<file path="src/rtl/signext_pkg.sv">
// rtl/signext_pkg.sv - shared types for the pipelined immediate extender
package signext_pkg;

    typedef enum logic [1:0] {
        SEXT     = 2'b00,
        ZEXT     = 2'b01,
        SEXT_SHL = 2'b10,
        PREFIX   = 2'b11
    } imm_mode_t;

    typedef enum logic {
        IDLE     = 1'b0,
        PREFIXED = 1'b1
    } state_t;

endpackage

</file>
<file path="src/rtl/skid_buf.sv">
// rtl/skid_buf.sv - two-entry valid/ready buffer: output register plus one skid register
module skid_buf #(
    parameter int WIDTH = 17
) (
    input  logic             clk,
    input  logic             reset,
    input  logic             in_valid,
    output logic             in_ready,
    input  logic [WIDTH-1:0] in_data,
    output logic             out_valid,
    input  logic             out_ready,
    output logic [WIDTH-1:0] out_data
);

    logic             skid_valid;
    logic [WIDTH-1:0] skid_data;
    logic             in_fire;
    logic             out_free;

    // in_ready comes straight from a flop so upstream sees no combinational path
    assign in_ready = !skid_valid;
    assign in_fire  = in_valid && in_ready;
    assign out_free = !out_valid || out_ready;

    always_ff @(posedge clk or posedge reset) begin
        if (reset) begin
            out_valid  <= 1'b0;
            out_data   <= '0;
            skid_valid <= 1'b0;
            skid_data  <= '0;
        end else if (out_free) begin
            // skid is always older than anything arriving now; in_fire cannot coincide with skid_valid
            if (skid_valid) begin
                out_data   <= skid_data;
                out_valid  <= 1'b1;
                skid_valid <= 1'b0;
            end else if (in_fire) begin
                out_data  <= in_data;
                out_valid <= 1'b1;
            end else begin
                out_valid <= 1'b0;
            end
        end else if (in_fire) begin
            skid_data  <= in_data;
            skid_valid <= 1'b1;
        end
    end

endmodule

</file>
<file path="src/rtl/signext_pipe.sv">
// rtl/signext_pipe.sv - pipelined immediate extender with prefix support and skid-buffered output
module signext_pipe
    import signext_pkg::*;
#(
    parameter int IN_W  = 4,
    parameter int OUT_W = 16,
    parameter int SHL   = 1
) (
    input  logic             clk,
    input  logic             reset,
    input  logic             in_valid,
    output logic             in_ready,
    input  logic [IN_W-1:0]  in_imm,
    input  logic [1:0]       in_mode,
    output logic             out_valid,
    input  logic             out_ready,
    output logic [OUT_W-1:0] out_imm,
    output logic             out_prefixed
);

    imm_mode_t         mode;
    state_t            state, state_n;
    logic [IN_W-1:0]   pfx_reg, pfx_n;
    logic              accept;
    logic              push;
    logic [2*IN_W-1:0] src_long;
    logic [OUT_W-1:0]  sext_val, zext_val, res;
    logic              res_prefixed;

    assign mode     = imm_mode_t'(in_mode);
    assign accept   = in_valid && in_ready;
    assign push     = accept && (mode != PREFIX);
    assign src_long = {pfx_reg, in_imm};

    always_ff @(posedge clk or posedge reset) begin
        if (reset) begin
            state   <= IDLE;
            pfx_reg <= '0;
        end else begin
            state   <= state_n;
            pfx_reg <= pfx_n;
        end
    end

    // A second prefix replaces the first rather than widening further
    always_comb begin
        state_n = state;
        pfx_n   = pfx_reg;
        if (accept) begin
            if (mode == PREFIX) begin
                pfx_n   = in_imm;
                state_n = PREFIXED;
            end else begin
                state_n = IDLE;
            end
        end
    end

    always_comb begin
        res_prefixed = (state == PREFIXED);
        if (res_prefixed) begin
            sext_val = OUT_W'($signed(src_long));
            zext_val = OUT_W'(src_long);
        end else begin
            sext_val = OUT_W'($signed(in_imm));
            zext_val = OUT_W'(in_imm);
        end
        case (mode)
            ZEXT:     res = zext_val;
            SEXT_SHL: res = sext_val << SHL;
            default:  res = sext_val;
        endcase
    end

    skid_buf #(
        .WIDTH(OUT_W + 1)
    ) u_skid_buf (
        .clk      (clk),
        .reset    (reset),
        .in_valid (push),
        .in_ready (in_ready),
        .in_data  ({res_prefixed, res}),
        .out_valid(out_valid),
        .out_ready(out_ready),
        .out_data ({out_prefixed, out_imm})
    );

endmodule

</file>
<file path="config.mk">
export PLATFORM = sky130hd
export DESIGN_NAME = signext_pipe
export DESIGN_NICKNAME = d
export VERILOG_FILES = /design/src/rtl/signext_pkg.sv /design/src/rtl/skid_buf.sv /design/src/rtl/signext_pipe.sv
export SDC_FILE = /design/constraint.sdc
export NUM_CORES = 1
export LEC_CHECK = 0
export ABC_AREA = 1
export CAP_MARGIN = 20
export CORE_ASPECT_RATIO = 1.4
export CORE_UTILIZATION = 46
export DETAILED_ROUTE_END_ITERATION = 10
export PLACE_DENSITY = 0.75
export SYNTH_ARGS = -nofsm -noshare
export SYNTH_HDL_FRONTEND = slang
export SYNTH_SLANG_ARGS = --single-unit
</file>
<file path="constraint.sdc">
create_clock -name clk -period 1 [get_ports clk]
set_input_delay 0.15 -clock clk [delete_from_list [all_inputs] [get_ports clk]]
set_output_delay 0.15 -clock clk [all_outputs]
set_load 0.01 [all_outputs]
</file>
Yosys cells after proc, flatten, opt, wreduce, memory -nomap -nowiden
Cells that the tools add are included.
{ "word_totals": {"register_bits": 41, "latch_bits": 0, "mem_bits_rw": 0, "rom_bits": 0, "in_bits": 10, "output_inout_bits": 19, "word_cells": 32, "n_memories": 0} }
{ "op_classes": {"add_sub_neg": 0, "n_mul": 0, "div": 0, "n_lt_le_gt_ge": 0, "eq_ne": 4, "shift": 0, "mux": 10, "bitwise": 1, "reduce_logical": 11} }
{ "ops": {"columns": ["operator", "count"], "rows": [
  ["2-to-1 mux 17 bit", 2],
  ["one-hot mux 16 bit (2 select lines)", 1],
  ["2-to-1 mux 16 bit", 1],
  ["2-to-1 mux 8 bit", 1],
  ["AND reduction 2 bit", 3],
  ["2-to-1 mux 1 bit", 5],
  ["equality test 2 bit, second input constant", 2],
  ["nonzero test 2 bit", 2],
  ["logical AND 1 bit", 3],
  ["equality test 2 x 1 -> 1 bit, second input constant", 1],
  ["zero test 1 bit", 2],
  ["!= test 2 bit, second input constant", 1],
  ["logical OR 1 bit", 1],
  ["NOT 1 bit", 1]
]} }

Logic depth before layout (Yosys ltp)
Gate-level depths: netlist (run 1).
{ "depth": {"depth_word": 6, "ltp_mapped": 10, "mapped_depth_nobuf": 10} }

By module
From an unflattened synthesis (run 1), not the netlist that was laid out.
{ "hier_totals": {"cells_unflattened": 278, "hier_area_um2": 2134.5} }
{ "modules_own_cells": {"columns": ["module", "instances", "cells_per_inst", "area_each_um2", "seq_area_each_um2"], "rows": [
  ["skid_buf", 1, 212, 1686.6, 900.9],
  ["signext_pipe", 1, 66, 447.9, 125.1]
]} }

Worst setup path after synthesis (run 1)
OpenSTA, ideal clock, no wires.
{ "synth_timing": {"kind": "input-to-reg", "startpoint": "input port in_mode[0]", "endpoint": "register u_skid_buf.out_data[2]", "setup_time_ps": 123, "t_arrival_ps": 1045, "required_ps": 877, "setup_slack_ps": -168, "stages": 6, "n_path_buf": 0, "path_cell_list": "inv_1 ha_1 nor2_1 o22ai_1 o21ai_0 nand2_1"} }
{ "synth_between": {"elab_chain_cells": 5, "elab_cells_between_ends": 10, "classes_between": "eq/ne (3); mux (3); reduce/logical (4)"} }
{ "synth_lines": {"columns": ["element", "line_no", "source"], "rows": [
  ["start, declared", "signext_pipe.sv:14", "input logic [1:0] in_mode,"],
  ["branches (longest 5 deep; another with 2-to-1 mux 17 bit)", null, null],
  ["end signal, assigned", "skid_buf.sv:34", "out_data <= skid_data;"],
  ["end signal, assigned", "skid_buf.sv:38", "out_data <= in_data;"],
  ["end, declared", "skid_buf.sv:12", "output logic [WIDTH-1:0] out_data"]
]} }
Several ways; the timed one is not identified. The select of a mux whose other input is x is not followed.
A chain may end at the register's enable or synchronous reset.

Worst setup path in the final report (run 1)
{ "layout_timing": {"startpoint": "register u_skid_buf.skid_valid", "endpoint": "register u_skid_buf.out_data[2]"} }
{ "layout_between": {"elab_chain_cells": 6, "elab_cells_between_ends": 7, "classes_between": "mux (1); reduce/logical (6)"} }
{ "layout_lines": {"columns": ["element", "line_no", "source"], "rows": [
  ["start, declared", "skid_buf.sv:15", "logic skid_valid;"],
  ["start signal, assigned", "skid_buf.sv:29", "skid_valid <= 1'b0;"],
  ["start signal, assigned", "skid_buf.sv:36", "skid_valid <= 1'b0;"],
  ["start signal, assigned", "skid_buf.sv:45", "skid_valid <= 1'b1;"],
  ["zero test 1 bit", "skid_buf.sv:21", "assign in_ready = !skid_valid;"],
  ["logical AND 1 bit", "signext_pipe.sv:31", "assign accept = in_valid && in_ready;"],
  ["logical AND 1 bit", "signext_pipe.sv:32", "assign push = accept && (mode != PREFIX);"],
  ["logical AND 1 bit", "skid_buf.sv:22", "assign in_fire = in_valid && in_ready;"],
  ["nonzero test 2 bit (no line)", null, null],
  ["AND reduction 2 bit (no line)", null, null]
]} }
Parallel ways exist; a longest one is shown, timed or not.

==> results of run 1 <==
-- through the flow --
| step | util | cell area (um2) | setup TNS, ps |
|---|---|---|---|
| after floorplan | - | 1560 | -1840 |
| after global placement | 0.622 | 1960 | -15720 |
| after detailed placement | 0.622 | 1960 | -17250 |
| after CTS | 0.710 | 2240 | -3950 |
| after global routing | 0.785 | 2470 | -6940 |
| final | 0.785 | 2470 | -5440 |
-- power groups by stage --
stage               clock network, mW  registers [mW]  logic [mW]
global route                    0.682            1.56        2.03
floorplan                           0            1.55       0.744
CTS                             0.631            1.50        1.60
finish                          0.625            1.54        1.89
detailed placement                  0            1.53        1.36
global placement                    0            1.51        1.34
-- layout by cell type (no fill, tap or decap), drive strengths merged --
cell / synthesis / layout
nand2: 68 / 72
dlygate4sd2: 0 / 1
o21ai: 22 / 22
clkbuf: 0 / 5
clkinv: 0 / 1
a21oi: 7 / 7
nor2: 15 / 15
nand4: 2 / 2
dfrtp: 27 / 27
clkdlybuf4s50: 0 / 6
o22ai: 2 / 2
buf: 12 / 60
inv: 24 / 24
nand3: 7 / 7
a31oi: 1 / 1
ha: 4 / 4
-- area by class of cell --
| class | count | share of cell area |
|---|---|---|
| Clock inverter | 1 | 0.00202 |
| Clock buffer | 3 | 0.0167 |
| Multi-Input combinational cell | 132 | 0.381 |
| Tap cell | 39 | 0.0197 |
| Inverter | 24 | 0.0415 |
| Timing Repair Buffer | 69 | 0.265 |
| Sequential cell | 27 | 0.274 |
-- worst max-delay path, cell delays in order (launching register included) --
cell,delay (ps)
dfrtp_1,380
inv_2,70
buf_12,130
o21ai_4,120
nand2_4,170
a21oi_4,160
o21ai_2,70
nand2_1,60
-- repair_timing --
item                       4_1_cts  5_1_grt
cloned                           2        2
pin swaps                       18       15
setup buffers                   13        8
resized for setup              148       32
setup endpoints to repair       46       38
hold buffers                     0        0
-- layer usage --
| layer | track usage | up-vias | part of all wire | routed length, um |
|---|---|---|---|---|
| met5 | 0 | - | 0 | 0 |
| met4 | 0.114 | 0 | 0.038 | 182 |
| met3 | 0.0370 | 18 | 0.041 | 196 |
| met2 | 0.449 | 76 | 0.57 | 2700 |
| met1 | 0.284 | 746 | 0.35 | 1670 |
| li1 | - | 723 | - | - |
-- final timing paths --
path / to / from / cells past startpoint
max: u_skid_buf.out_data[2] / u_skid_buf.skid_valid / 7
min: u_skid_buf.skid_data[6] / reset / 3
max reg2reg: u_skid_buf.out_data[2] / u_skid_buf.skid_valid / 7
min reg2reg: u_skid_buf.out_data[2] / u_skid_buf.out_data[2] / 2
max in group asynchronous: res_prefixed / reset / 3
min in group clk: u_skid_buf.skid_data[15] / in_mode[1] / 4
-- cells by family (layout without fill, tap and decap cells) --
group,after synthesis,count (layout),synth area share
simple gates,92,96,0.269
buf+inv,36,97,0.133
compound gates,32,32,0.126
flops,27,27,0.439
fa+ha+maj,4,4,0.0325
==> flow_summary.yaml, run 1 <==
status:
  run_status: "finished with violations"
  violations: "setup timing"
routing:
  drc_errors: 0
  routed_wl_mm: 4.76
  routed_via_density: 5.30
  firstDrtPassIters: 4
  post_drt_wl_per_cell_um: 16.1
  antenna_left: 0
  drtIter0Drc: 69
  vias: 1563
clock_tree:
  cts_buffers: 3
  clock_latency_ps: 270
  cts_sinks: 27
  path_clk_slew_ps: 90
  cts_max_path_buffers: 2
  clock_tree.root_cell: "clkbuf_8"
  cts_tree: "yes"
  htreeDepth: 1
pwr:
  peakVddDrop_mv: 1.07
  p_int_mw: 2.59
  power_mw: 4.05
  leakage_nw: 1.28
  seq_power_share: 0.379
  p_sw_frac: 0.360
  power-per-cell-area_nw_per_um2: 1640
  switching_power_mw: 1.46
  p_clk_frac: 0.154
  combinationalPowerShare: 0.467
setup_path:
  crit_fanout: 5
  cp.required_ps: 1220
  path_class: "reg -> reg"
  end_kind: "flop"
  cp-start-kind: "flop"
  worst_ep_arrival_time_ps: 1440
  r2r_slack_ps: -220
yosys:
  yosysMostFrequentCell: "nand2_1"
  netlist.area_leader.share: 0.439
  synthesis.nets: 205
  synth_cells: 191
  ys_top_cells_by_count: "nand2_1, dfrtp_1, inv_1"
  synth_area_per_cell_um2: 8.05
  synth_area_leader_cell: "dfrtp_1"
  syn_area_um2: 1540
  synth_area_leaders: "dfrtp_1, nand2_1, inv_1, o21ai_2, buf_4"
  synth-edff-count: 0
  ys_types: 22
  synthArstFlopShare: 1.00
  synth-main-ff-cell: "dfrtp_1"
  ys_warn_count: 0
  ys_ff_latch: 27
  ys_seq_area_frac: 0.439
worst_hold_path:
  hp-class: "in -> async"
grt:
  overflow: 0
  grt_pass1_vias: 1473
  antenna_found_initial: 0
  track_usage: 0.251
  grt_pass1_wl_mm: 6.73
  grt_max_degree: 28
floorplan:
  dieArea_um2: 3580
  die_h_um: 70.4
  start_util: 0.488
  io_pins: 29
  core.rowCount: 24
  core_um2: 3150
  chipWidth_um: 50.9
cells_and_area:
  fillers: 197
  n_antenna_cell: 0
  area_delta_synth_final_pct: 60.9
  multi_input_area_um2: 943
  layout.nets: 271
  ff_latch_area_um2: 678
  finalNonFillerCells: 295
  final_layout_size_suffix_gt1_frac: 0.527
timing:
  period_minus_slack_ps: 1220
  rsz0062_at_grt: "true"
  slew_violations: 0
  fmax_mhz: 820
  worstMarginPinSlew_ps: 366
  finalWorstSetupSlack_ps: -220
  finClkSkew_ps: 4.29
  slew_headroom: 0.756
  finalSetupViolations: 36
  hold_slack_ps: 198
  final.period_utilization: 1.22
  finalHoldViolCount: 0
placement:
  post-place-ws_ps: -745
  gp_congestion: 0.792
  hpwl_mm: 2.30
  port_buffers: 28
  place_inst: 269
run:
  cap_violations: 0
Note: power is estimated with default switching activity, not from simulation.
==> run 2, diff against run 1 <==
- ABC_AREA: 1 -> not set
- ABC_CLOCK_PERIOD_IN_PS: not set -> 1000
- CORE_UTILIZATION: 46 -> 49
- PLACE_DENSITY: 0.75 -> 0.76
- SYNTH_HIERARCHICAL: not set -> 1
==> flow_summary.yaml, run 2 <==
status:
  run_status: "finished with violations"
  violations: "setup timing"
routing:
  post_drt_wl_per_cell_um: 16.4
  vias: 1340
  drc_errors: 0
  firstDrtPassIters: 4
  antenna_left: 0
  routed_via_density: 5.25
  routed_wl_mm: 4.18
  drtIter0Drc: 37
pwr:
  peakVddDrop_mv: 1.88
  p_sw_frac: 0.269
  power-per-cell-area_nw_per_um2: 2140
  leakage_nw: 1.43
  combinationalPowerShare: 0.372
  seq_power_share: 0.404
  switching_power_mw: 1.66
  power_mw: 6.19
  p_clk_frac: 0.224
  p_int_mw: 4.52
yosys:
  ys_ff_latch: 41
  ys_warn_count: 6
  synthArstFlopShare: 1.00
  ys_seq_area_frac: 0.520
  synth_cells: 141
  ys_types: 25
  synth_area_leader_cell: "dfrtp_1"
  yosysMostFrequentCell: "mux2_2"
  synth_area_leaders: "dfrtp_1, mux2_2, ha_1, a221o_1, nand2_1"
  synth-main-ff-cell: "dfrtp_1"
  ys_top_cells_by_count: "mux2_2, dfrtp_1, nand2_1"
  syn_area_um2: 1970
  synthesis.nets: 155
  synth-edff-count: 0
  synth_area_per_cell_um2: 14.0
  netlist.area_leader.share: 0.520
floorplan:
  chipWidth_um: 55.6
  dieArea_um2: 4290
  io_pins: 29
  core.rowCount: 26
  core_um2: 3740
  die_h_um: 77.1
  start_util: 0.527
clock_tree:
  postCtsHoldBufs: 0
  cts_max_path_buffers: 2
  htreeDepth: 2
  cts_sinks: 41
  cts_tree: "yes"
  cts_buffers: 5
  path_clk_slew_ps: 80
  clock_latency_ps: 290
  clock_tree.root_cell: "clkbuf_8"
grt:
  grt_pass1_vias: 1484
  overflow: 0
  track_usage: 0.213
  grt_pass1_wl_mm: 6.95
  antenna_found_initial: 0
  grt_max_degree: 37
placement:
  hpwl_mm: 2.68
  gp_congestion: 0.805
  post-place-ws_ps: -1350
  placed_area_um2: 2610
  place_inst: 230
  port_buffers: 28
cells_and_area:
  fin_util: 0.773
  area_delta_synth_final_pct: 46.6
  mostFrequentLayoutCells: "dfrtp_1, mux2_4, buf_4, mux2_2, buf_2"
  final_common_cell: "dfrtp_1"
  layout.nets: 226
  fillers: 244
  final_layout_size_suffix_gt1_frac: 0.662
  finalNonFillerCells: 255
  finalInstanceArea_um2: 2890
  n_antenna_cell: 0
setup_path:
  path_class: "reg -> reg"
  cp.required_ps: 1190
  crit_fanout: 5
  crit_start: "res_prefixed"
  end_kind: "flop"
  r2r_start: "res_prefixed"
  worst_ep_arrival_time_ps: 1800
  cp-start-kind: "flop"
timing:
  worstMarginPinSlew_ps: 585
  finalHoldViolCount: 0
  final.period_utilization: 1.61
  rsz0062_at_grt: "true"
  finalSetupViolations: 41
  slew_violations: 0
  period_minus_slack_ps: 1610
  fmax_mhz: 619
  slew_headroom: 0.610
  finClkSkew_ps: 8.03
  finalWorstSetupSlack_ps: -615
run:
  cap_violations: 0
worst_hold_path:
  hp-class: "in -> async"
[run 2: cell types whose count changed in the layout (fill, tap and decap cells not counted), moves of 11 or more]
cell / before / now
nand2_1: 46 / 5
mux2_4: 0 / 33
mux2_2: 0 / 22
buf_6: 23 / 8
dfrtp_1: 25 / 40
inv_1: 15 / 3
nand2_2: 13 / 1
o21ai_2: 11 / 0
[run 2: layer usage]
layer  track usage  routed length (um)  up-vias
li1              -                   -      636
met1         0.256                1760      669
met2         0.370                2230       31
met5             0                   0        -
met4        0.0825                  68        0
met3        0.0422                 121        4
[run 2: power groups by stage]
stage	combinational, mW	clock (mW)	sequential, mW
after detailed placement	2.22	0	2.54
final	2.30	1.39	2.50
after floorplan	1.15	0	2.57
after global placement	2.16	0	2.50
after global routing	2.46	1.50	2.56
after CTS	2.26	1.42	2.49
[run 2: final cells by class]
type | count | area (um2) | share of cell area
multi-input cells | 90 | 1050 | 0.363
clock inverters | 2 | 37.5 | 0.0130
well taps | 42 | 52.6 | 0.0182
repair buffers | 69 | 616 | 0.213
clock buffers | 6 | 82.6 | 0.0285
flip-flops and latches | 41 | 1030 | 0.355
inverters | 5 | 26.3 | 0.00908
[run 2: critical path: stages, from the launching register on]
cell and delay (ps):
dfrtp_1 440, o21a_1 180, a221o_1 360, mux2_4 270
mux2_4 250
[run 2: timing repair]
action | CTS | global route
endpoints found under the setup margin | 60 | 51
setup buffers | 15 | 2
pin swaps | 4 | 0
gates cloned | 0 | 2
resized for setup | 99 | 8
[run 2: cells by family after synthesis]
group | after synthesis | share of synthesized area
simple gates | 21 | 0.0634
buf+inv | 10 | 0.0361
flops | 41 | 0.520
mux | 55 | 0.314
compound gates | 10 | 0.0412
fa+ha+maj | 4 | 0.0254
[run 2: final timing paths]
check | endpoint | slack, ps | cells after the start
worst min-delay path | res_prefixed | 80 | 2
max in group asynchronous | u_skid_buf/skid_valid | 570 | 3
min in group clk | u_skid_buf/out_data[16] | 510 | 1
worst max-delay path | u_skid_buf/out_data[5] | -610 | 4
worst max register to register | u_skid_buf/out_data[5] | -610 | 4
worst min register to register | u_skid_buf/out_data[16] | 510 | 1
[run 2: per-stage QoR]
| stage | hold slack (ps) | TNS (ps) |
|---|---|---|
| after floorplan | -71.5 | -28790 |
| after global routing | 112 | -23500 |
| after detailed placement | 397 | -44450 |
| after CTS | 81.6 | -20180 |
| after global placement | 401 | -42100 |
| final | 84.0 | -21050 |
==> RTL edit, RTL diff (config.mk and constraints of run 1) <==
Set the parameter `IN_W` to 5 (it was 4).
--- a/src/rtl/signext_pipe.sv
+++ b/src/rtl/signext_pipe.sv
@@ -3,5 +3,5 @@
     import signext_pkg::*;
 #(
-    parameter int IN_W  = 4,
+    parameter int IN_W  = 5,
     parameter int OUT_W = 16,
     parameter int SHL   = 1
Interface: changed (resized in_imm); port bits go from 29 to 30. No check against the original RTL was run, so the function may have changed too.
==> RTL edit against run 1 <==
The flow still finishes with violations (setup timing); non-clock buffer count fell by 1; synthesized cell count rose by 17%; utilization fell by 7.4 points; setup slack improved by 0.065 ns; maximum frequency rose by 5.7%; sequential share of layout area rose by 3.6 points; sequential cell count rose by 5; total power rose by 17%; routed wire length fell by 7.7%; cell area rose by 4.6%; synthesized area rose by 13%; critical path type is now register to output pin; largest cell class unchanged; largest power group is now registers.
==> RTL edit: results <==
group,metric,value,unit
synth,synth_area_per_cell,7.747,um2
worst_setup_path,critPathLaunch,"u_skid_buf.out_data[15]",
global_route,track_usage,24.84,%
sta,finalSetupViolCount,37,
final_layout,drive_gt1_share,39.86,%
worst_setup_path,arrival,1.00,ns
cts,cts_made_buffers,5,
power_and_ir_drop,p_leak,1.344,nW
place,numPortBuffers,29,
sta,slew_headroom,83.76,%
sta,fin_ws,-0.1544,ns
synth,synthTopCellsByArea,"dfrtp_1, nand2_1, o21ai_1, inv_1, nand3_1",
global_route,grt_pass1_vias,1528,
detailed_routing,wl,4.394,mm
synth,synth_nets,239,
final_layout,diodes,0,
cts,htree_levels,2,
sta,setup_tns,-3.944,ns
cts,clkTransAtPathRegs,0.07,ns
worst_setup_path,r2r_start,"res_prefixed",
cts,clkLatencyLatePin,0.29,ns
place,routabilityCongestion,0.9183,
detailed_routing,first_pass_iters,5,
global_route,grt_pass1_wl,7.003,mm
run_status,failed_checks,"setup timing",
detailed_routing,routed_via_density,4.994,
worst_setup_path,worst-r2r-cell-count,8,
detailed_routing,wl_per_cell,13.20,um
worst_setup_path,reg2reg_setup_slack,-0.14,ns
synth,yosysSeqAreaShare,46.14,%
place,dp_slack,-0.6574,ns
place,placed_cell_area,2227,um2
synth,synth_common_cells,"nand2_1, dfrtp_1, inv_1",
run_status,outcome,"finished with violations",
sta,finalClockSkew,0.004266,ns
final_layout,nFillCells,287,
synth,synth_warnings,0,
global_route,grt_max_degree,33,
place,dp.cells,307,
power_and_ir_drop,peakVddDrop,1.463,mV
worst_setup_path,cp-endpoint,"out_imm[12]",
detailed_routing,dr.first_iter.drc_count,32,
worst_setup_path,r2r_end,"u_skid_buf.out_data[6]",
place,place_hpwl,2.714,mm
-- RTL edit: power breakdown --
group	internal [mW]	switching, mW	total, mW
Combinational	0.862	0.860	1.72
Clock	0.739	0.504	1.24
Sequential	1.60	0.157	1.76
Total	3.20	1.52	4.72
-- RTL edit: worst min-delay path by stage --
| stage | from | cells after the start | slack [ns] | end |
|---|---|---|---|---|
| global placement | u_skid_buf.skid_data[15] | 2 | 0.46 | u_skid_buf.skid_data[15] |
| floorplan | reset | 1 | 0.27 | pfx_reg[0] |
| finish | reset | 3 | 0.19 | u_skid_buf.out_data[3] |
| global route | reset | 3 | 0.21 | u_skid_buf.out_data[3] |
| detailed placement | u_skid_buf.out_data[1] | 2 | 0.47 | u_skid_buf.out_data[1] |
| CTS | reset | 3 | 0.20 | u_skid_buf.out_data[3] |
-- RTL edit: cell type report --
cell class                 count  area (um2)  area share (%)
inverter                      30       127.6           4.930
tap                           42       52.55           2.030
clock inverter                 2       35.03           1.353
timing repair buffer          68       585.6           22.62
sequential                    32       802.0           30.98
clock buffer                   6       72.57           2.803
multi-input combinational    153       913.4           35.28
-- RTL edit: logic make-up after synthesis --
family / after synthesis / synth area share [%]
AND/OR/NAND/NOR: 107 / 25.59
AO/OA/AOI/OAI: 38 / 13.05
adder cells (fa/ha/maj): 4 / 2.884
flip-flops: 32 / 46.14
buffers and inverters: 42 / 11.68
multiplexers: 1 / 0.6488
-- RTL edit: timing repair --
action,CTS,global route
resized for setup,117,16
pin swaps,12,4
gates cloned,3,0
setup endpoints to repair,51,40
buffers inserted,13,2
-- RTL edit: metal layers --
| layer | part of all wire (%) | vias up | GRT usage (%) | wire length, um |
|---|---|---|---|---|
| li1 | - | 839 | - | - |
| met1 | 41 | 766 | 29.19 | 1796 |
| met2 | 52 | 40 | 40.05 | 2282 |
| met3 | 3.3 | 18 | 5.253 | 146 |
| met4 | 3.8 | 0 | 16.08 | 169 |
| met5 | 0 | - | 0 | 0 |
-- RTL edit: through the flow --
stage | util (%) | hold WS (ns) | power, mW
after floorplan | - | 0.2662 | 2.597
after detailed placement | 61.13 | 0.4674 | 3.182
after CTS | 68.34 | 0.2007 | 4.576
after global routing | 71.05 | 0.2078 | 5.006
after global placement | 61.13 | 0.4618 | 3.155
final | 71.05 | 0.1897 | 4.724
-- RTL edit: worst max-delay path, cell delays in order (launching register included) --
cell	delay [ns]
dfrtp_2	0.46
buf_6	0.14
buf_6	0.11
